$ cat src/rtl/repeat_matcher.sv
// repeat_matcher: streaming (PATTERN){MIN_REP,MAX_REP} detector with held match reports.
// Define REPEAT_MATCHER_CASE_FOLD_EN (CHAR_W==8 only) to compare characters ASCII case-insensitively.
module repeat_matcher #(
  parameter int CHAR_W = 8,
  parameter int PAT_LEN = 2,
  parameter logic [PAT_LEN*CHAR_W-1:0] PATTERN = 16'h6261,
  parameter int MIN_REP = 1,
  parameter int MAX_REP = 4,
  parameter int POS_W = 32,
  parameter int CNT_W = $clog2(MAX_REP+1)
) (
  input  logic              clk,
  input  logic              reset,
  input  logic              in_valid,
  input  logic [CHAR_W-1:0] in_char,
  input  logic              in_last,
  output logic              in_ready,
  output logic              match_valid,
  input  logic              match_ready,
  output logic [POS_W-1:0]  match_start,
  output logic [POS_W-1:0]  match_end,
  output logic [CNT_W-1:0]  match_count
);
  localparam int IDX_W = $clog2(PAT_LEN);
  localparam logic [0:0] S_IDLE = 1'b0;
  localparam logic [0:0] S_RUN = 1'b1;

  logic [0:0] state, n_state;
  logic [IDX_W-1:0] idx, n_idx;
  logic [CNT_W-1:0] cnt, n_cnt, cnt_inc, e_cnt;
  logic [POS_W-1:0] run_start, n_start, last_end, n_end, pos, e_start, e_end;
  logic [CHAR_W-1:0] pat [PAT_LEN];
  logic acc, m0, mi, emit;

  for (genvar g = 0; g < PAT_LEN; g++) begin : g_pat
    assign pat[g] = PATTERN[g*CHAR_W +: CHAR_W];
  end

  function automatic logic [CHAR_W-1:0] fold(input logic [CHAR_W-1:0] c);
`ifdef REPEAT_MATCHER_CASE_FOLD_EN
    return (c >= CHAR_W'(8'h41) && c <= CHAR_W'(8'h5A)) ? c + CHAR_W'(8'h20) : c;
`else
    return c;
`endif
  endfunction

  assign in_ready = !reset && (!match_valid || match_ready);
  assign acc = in_valid && in_ready;
  assign m0 = fold(in_char) == fold(pat[0]);
  assign mi = fold(in_char) == fold(pat[idx]);
  assign cnt_inc = cnt + CNT_W'(1);

  always_comb begin
    n_state = state;
    n_idx = idx;
    n_cnt = cnt;
    n_start = run_start;
    n_end = last_end;
    emit = 1'b0;
    e_start = run_start;
    e_end = last_end;
    e_cnt = cnt;
    if (state == S_IDLE) begin
      if (m0) begin
        n_state = S_RUN;
        n_start = pos;
        n_idx = IDX_W'(1);
        n_cnt = '0;
      end
    end else if (mi) begin
      n_idx = (idx == IDX_W'(PAT_LEN-1)) ? '0 : idx + IDX_W'(1);
      if (idx == IDX_W'(PAT_LEN-1)) begin
        n_cnt = cnt_inc;
        n_end = pos;
        e_end = pos;
        e_cnt = cnt_inc;
        emit = cnt_inc == CNT_W'(MAX_REP);
        n_state = emit ? S_IDLE : S_RUN;
      end
    end else begin
      // Report the completed copies, then re-test only this char as a new run start
      emit = cnt >= CNT_W'(MIN_REP);
      n_state = m0 ? S_RUN : S_IDLE;
      n_start = pos;
      n_idx = IDX_W'(1);
      n_cnt = '0;
    end
    if (in_last && !emit && n_state == S_RUN && n_cnt >= CNT_W'(MIN_REP)) begin
      emit = 1'b1;
      e_start = n_start;
      e_end = n_end;
      e_cnt = n_cnt;
    end
    if (in_last) n_state = S_IDLE;
  end

  always_ff @(posedge clk) begin
    if (reset) begin
      state <= S_IDLE;
      idx <= '0;
      cnt <= '0;
      run_start <= '0;
      last_end <= '0;
      pos <= '0;
      match_valid <= 1'b0;
      match_start <= '0;
      match_end <= '0;
      match_count <= '0;
    end else begin
      if (acc) begin
        state <= n_state;
        idx <= n_idx;
        cnt <= n_cnt;
        run_start <= n_start;
        last_end <= n_end;
        pos <= in_last ? '0 : pos + POS_W'(1);
      end
      if (acc && emit) begin
        match_valid <= 1'b1;
        match_start <= e_start;
        match_end <= e_end;
        match_count <= e_cnt;
      end else if (match_ready) begin
        match_valid <= 1'b0;
      end
    end
  end
endmodule

$ cat config.mk
export PLATFORM = sky130hd
export DESIGN_NAME = repeat_matcher
export DESIGN_NICKNAME = d
export VERILOG_FILES = /design/src/rtl/repeat_matcher.sv
export SDC_FILE = /design/constraint.sdc
export NUM_CORES = 1
export LEC_CHECK = 0
export ABC_CLOCK_PERIOD_IN_PS = 2100
export CORE_ASPECT_RATIO = 1.5
export CORE_MARGIN = 10
export CORE_UTILIZATION = 51
export DETAILED_ROUTE_END_ITERATION = 7
export GPL_TIMING_DRIVEN = 1
export PLACE_DENSITY = 0.76
export SLEW_MARGIN = 20
export SYNTH_ARGS = -nofsm -noshare
export SYNTH_HDL_FRONTEND = slang
export SYNTH_SLANG_ARGS = --single-unit
$ cat constraint.sdc
create_clock -name clk -period 2.1 [get_ports clk]
set_input_delay 0.315 -clock clk [delete_from_list [all_inputs] [get_ports clk]]
set_output_delay 0.315 -clock clk [all_outputs]
set_load 0.005 [all_outputs]
* Yosys cells after proc, flatten, opt, wreduce, memory -nomap -nowiden
Index checks and enable logic that the tools add are counted.
Storage, ports and cells: memories kept 0, latch bits 0, memory bits (read-only) 0, RAM bits 0, word-level logic and storage cells 67, bits in registers 169
Cells by class: eq/ne operators 3, order comparisons 3, divide/modulo/power cells 0, $add $sub $neg 3, reductions and logical operators 13, muxes and demuxes 34, bitwise logic cells 1, shifts and indexed selects 0, multipliers 0
Operator list (count):
- $mux W32 | 8
- $add A32 B1 Y32 const B | 1
- $mux W3 | 7
- $mux W1 | 16
- $mux W8 | 2
- $eq A8 B7 Y1 const B | 1
- $eq A8 B8 Y1 | 1
- $ge A3 B1 Y1 const B | 2
- $logic_and A1 B1 Y1 | 6
- $reduce_bool A2 Y1 | 2
- $add A3 B1 Y3 const B | 1
- $eq A3 B3 Y1 const B | 1
- $logic_not A1 Y1 | 3
- $ge A2 B2 Y1 const B | 1
- $mux W2 | 1
- $not A1 Y2 | 1
- $reduce_and A2 Y1 | 1
- $add A1 B1 Y1 const B | 1
- $logic_or A1 B1 Y1 | 1

* Logic depth before layout (Yosys ltp)
Gate-level depths: netlist (run 1).
depth in word-level cells 14, gate-level depth with buffers 9, gate-level depth less buffers 7

* Least setup slack after synthesis (run 1)
OpenSTA, ideal clock, no wires.
path type input to register, from in in_char[7], to reg match_start[10], arrival time 2043 ps, path buffers 1, stages 6, path slack -64 ps, cells stage by stage or4b_1 -> nor3_2 -> o32ai_1 -> a32oi_2 -> buf_4 -> mux2_2
On the way: word-level cells in the longest chain between the ends 9, elaborated cells on any way between the ends 21, those cells by class order compare (1); eq/ne (2); mux (13); reduce/logical (5)
Ends and longest elaborated chain:
- start, declared | RTL line 15 | input logic [CHAR_W-1:0] in_char,
- branches (longest 9 deep; another with $ge A3 B1 Y1)
- end signal, assigned | RTL line 120 | match_start <= e_start;
- end, declared | RTL line 20 | output logic [POS_W-1:0] match_start,
Several ways; the timed one is not identified. A chain may end at the register's enable or synchronous reset.

* Worst setup path in the final report (run 1)
from reg idx, to reg match_end[21]
On the way: word-level cells in the longest chain between the ends 13, elaborated cells on any way between the ends 24, those cells by class order compare (1); eq/ne (1); mux (16); bitwise (1); reduce/logical (5)
Ends and longest elaborated chain:
- start, declared | RTL line 29 | logic [IDX_W-1:0] idx, n_idx;
- start signal, assigned | RTL line 112 | idx <= n_idx;
- branches (longest 13 deep; another with $ge A3 B1 Y1)
- end signal, assigned | RTL line 121 | match_end <= e_end;
- end, declared | RTL line 21 | output logic [POS_W-1:0] match_end,
Several ways; the timed one is not identified. The select of a mux whose other input is x is not followed.

==> results of run 1 <==
-- routing by layer --
| metal | up-vias | track usage (%) |
|---|---|---|
| li1 | 2803 | - |
| met4 | 0 | 8.20 |
| met3 | 46 | 4.74 |
| met5 | - | 0 |
| met2 | 147 | 34.2 |
| met1 | 2763 | 18.5 |
-- through the flow --
step	total power, mW	cells	setup TNS (ns)	setup WS [ns]
floorplan	3.36	747	0	0.0101
global placement	3.43	1035	-49.46	-0.502
detailed placement	3.43	1035	-61.88	-0.601
CTS	6.39	1076	-0.421	-0.0622
global route	6.53	1083	-6.47	-0.150
finish	6.36	1083	-0.750	-0.0588
-- sequential cells by signal, summed over array words and instances, names as in the netlist --
name	flops
match_count	3
match_valid	1
run_start	32
last_end	32
pos	32
state	1
cnt	3
match_end	32
idx	1
match_start	32
-- worst paths after layout --
path                   endpoint  cells after the start  slack [ns]         start
hold reg to reg    last_end[27]                      2        0.47  last_end[27]
setup / recovery  match_end[21]                      8       -0.06           idx
setup reg to reg  match_end[21]                      8       -0.06           idx
hold / removal           cnt[2]                      3        0.43         reset
-- cell usage after synthesis, types with 2 or more instances --
| cell | count | area share, % |
|---|---|---|
| a21oi_1 | 15 | 1.0 |
| a22oi_1 | 3 | 0.31 |
| and2_1 | 2 | 0.17 |
| and3_1 | 3 | 0.26 |
| and4_1 | 2 | 0.24 |
| buf_1 | 2 | 0.10 |
| buf_2 | 6 | 0.41 |
| buf_4 | 4 | 0.41 |
| buf_6 | 3 | 0.46 |
| clkbuf_1 | 35 | 1.8 |
| dfxtp_1 | 169 | 46 |
| ha_1 | 4 | 0.68 |
| inv_1 | 12 | 0.62 |
| mux2_2 | 57 | 8.8 |
| mux2i_1 | 78 | 11 |
| nand2_1 | 51 | 2.6 |
| nand2b_1 | 78 | 6.7 |
| nand3_1 | 12 | 0.82 |
| nand4_1 | 8 | 0.68 |
| nor2_1 | 26 | 1.3 |
| nor2b_1 | 62 | 5.3 |
| nor3_1 | 7 | 0.48 |
| nor4_1 | 9 | 0.77 |
| o211ai_1 | 3 | 0.31 |
| o21ai_0 | 46 | 3.1 |
| or3_1 | 11 | 0.94 |
| or4_1 | 4 | 0.41 |
| or4b_1 | 2 | 0.27 |
| xnor2_1 | 14 | 1.7 |
| xor2_1 | 4 | 0.48 |
-- power by group --
group,switching (mW),internal [mW]
combinational,0.0853,0.0741
clock,1.32,1.68
sequential,0.00106,3.20
-- kinds of logic after synthesis --
kind of cell / Yosys count / synth area share, %
AOI/OAI and AO/OA: 74 / 5.67
xor gates and xnor gates: 18 / 2.15
adders and majority gates: 4 / 0.684
buffers and inverters: 62 / 3.79
DFF: 169 / 46.2
muxes: 135 / 19.4
and+or+nand+nor: 285 / 22.1
-- what timing repair did --
action | in CTS | in global routing
pin swaps | 2 | 2
endpoints found under the setup margin | 82 | 83
setup buffers | 7 | 6
resized for setup | 26 | 6
cloned | 2 | 1
-- area by class of cell --
cell class                      instances  area (µm²)
Clock buffer                           19         443
Clock inverter                         13         120
Fill cell                            1098        4480
Inverter                               12        45.0
Multi-Input combinational cell        516        3780
Sequential cell                       169        3390
Tap cell                              192         240
Timing Repair Buffer                  162        1560
-- worst register-to-register path: stages (launching register included) --
cell and delay, ns:
dfxtp_2 0.35, and3b_1 0.19, o211ai_1 0.33, mux2i_1 0.36
a32oi_4 0.18, buf_4 0.17, buf_6 0.13, buf_12 0.15
mux2i_2 0.16
==> summary.txt, run 1 <==
result of the run - finished, violations left
violations in the final reports - negative setup slack
count of buffer and inverter cells on the critical path - 3
share of layout cells above drive strength 1 - 21.5%
worst setup skew after layout - 0.00697 ns
final HPWL from detailed placement - 12300 µm
worst relative slew slack - 66.7%
routed wirelength normalized by instance count - 17.1 µm
count of antenna-violating nets left after detailed routing - 0
vias in the first global route - 5954
Syn Inst Count - 747
Cell Area, Placed - 8730 µm²
Synth Net Count - 764
required time of the critical path - 2.40 ns
number of buffers on the longest clock path - 2
die area - 19600 µm²
maximum capacitance violations - 0
Tightest Pin Transition - 0.499 ns
hold crit path type - input pin to register
routed vias - 5759
worst-path cell with the longest stage delay - mux2i_1
max-slew violations - 0
Die X - 118 µm
clock insertion delay at the later pin of the skew report - 0.42 ns
standard-cell row count - 53
summed instance area of the synthesized netlist - 7320 µm²
top-level port count - 82
number of synthesized register bits - 169
Clk pin slew, worst setup/hold paths - 0.06 ns
TritonCTS clock tree - built
most frequent cells in the layout - 165 x dfxtp_1, 77 x nand2b_1, 77 x mux2i_1
remaining routing DRC violations - 0
nets@finish - 895
worst vdd rail ir drop - 0.466 mV
effective utilization at floorplan - 52.1%
PD cells - 665 nW/µm²
distinct cell type count after synthesis - 45
endpoint type of the worst setup path - register
vias per cell - 5.32
Die Span Y - 167 µm
most common cell after layout, fill and taps aside - dfxtp_1
area delta synth->final - 30.8%
number of antenna diodes - 0
Num Clock Sinks - 169
worst hold margin - 0.430 ns
crit path time final - 2.16 ns
Routed met1 length - 7010 µm
met3 routed WL - 766 µm
Yosys warning total - 0
post-detailed-routing wire length - 18500 µm
setup repair after global routing missed its margin - true
first-pass GRT wire length - 29700 µm
Avg Cell Area, Syn - 9.80 µm²
proportion of synthesized flip-flops having asynchronous set or reset - 0%
global-route usage over all layers - 18.3%
minimum setup slack in the final design - -0.0588 ns
crit path kind - register to register
Static Leak - 4.06 nW
fin crit share - 103%
Final Hold Violating Endpoints - 0
number of enable flip-flop cells after synthesis - 0
dominant synthesized flop cell - dfxtp_1
iteration count of the initial detailed-routing pass - 5
top layer in use - met4
launching element type of the critical path - register
sequential cell area fraction in the yosys report - 46.2%
H-tree lvl count - 4
clock buffer count from CTS - 17
core area - 14100 µm²
final setup violation count - 45
arrival time at the worst endpoint - 2.46 ns
global placement routability congestion - 0.916
amount of wire on met2 after detailed routing - 10100 µm
worst-path maximum fanout - 11
antenna violations before repair - 0
Post-Route Utilization - 68.1%
final cell area excluding filler cells - 9580 µm²
port buffer count - 81
cell type group with the largest total delay on the critical path - compound AO/OA/AOI/OAI gates
list of cells traversed by the critical path - and3b_1 > o211ai_1 > mux2i_1 > a32oi_4 > buf_4 > buf_6 > buf_12 > mux2i_2
largest stage delay on the critical path - 0.36 ns
largest net degree at the start of global routing - 65
highest clock rate - 0.463 GHz
CTS Root Cell - clkbuf_16
hold-fix buffers at CTS - 0
DR iter-0 viols - 340
grt ovf - 0
(Power assumes the default switching activity.)
==> run 2: changes to the inputs <==
Settings changed: GPL_ROUTABILITY_DRIVEN from default to 1.
==> results of run 2 <==
The final DEF is identical to that of run 1; final timing and power are the same.
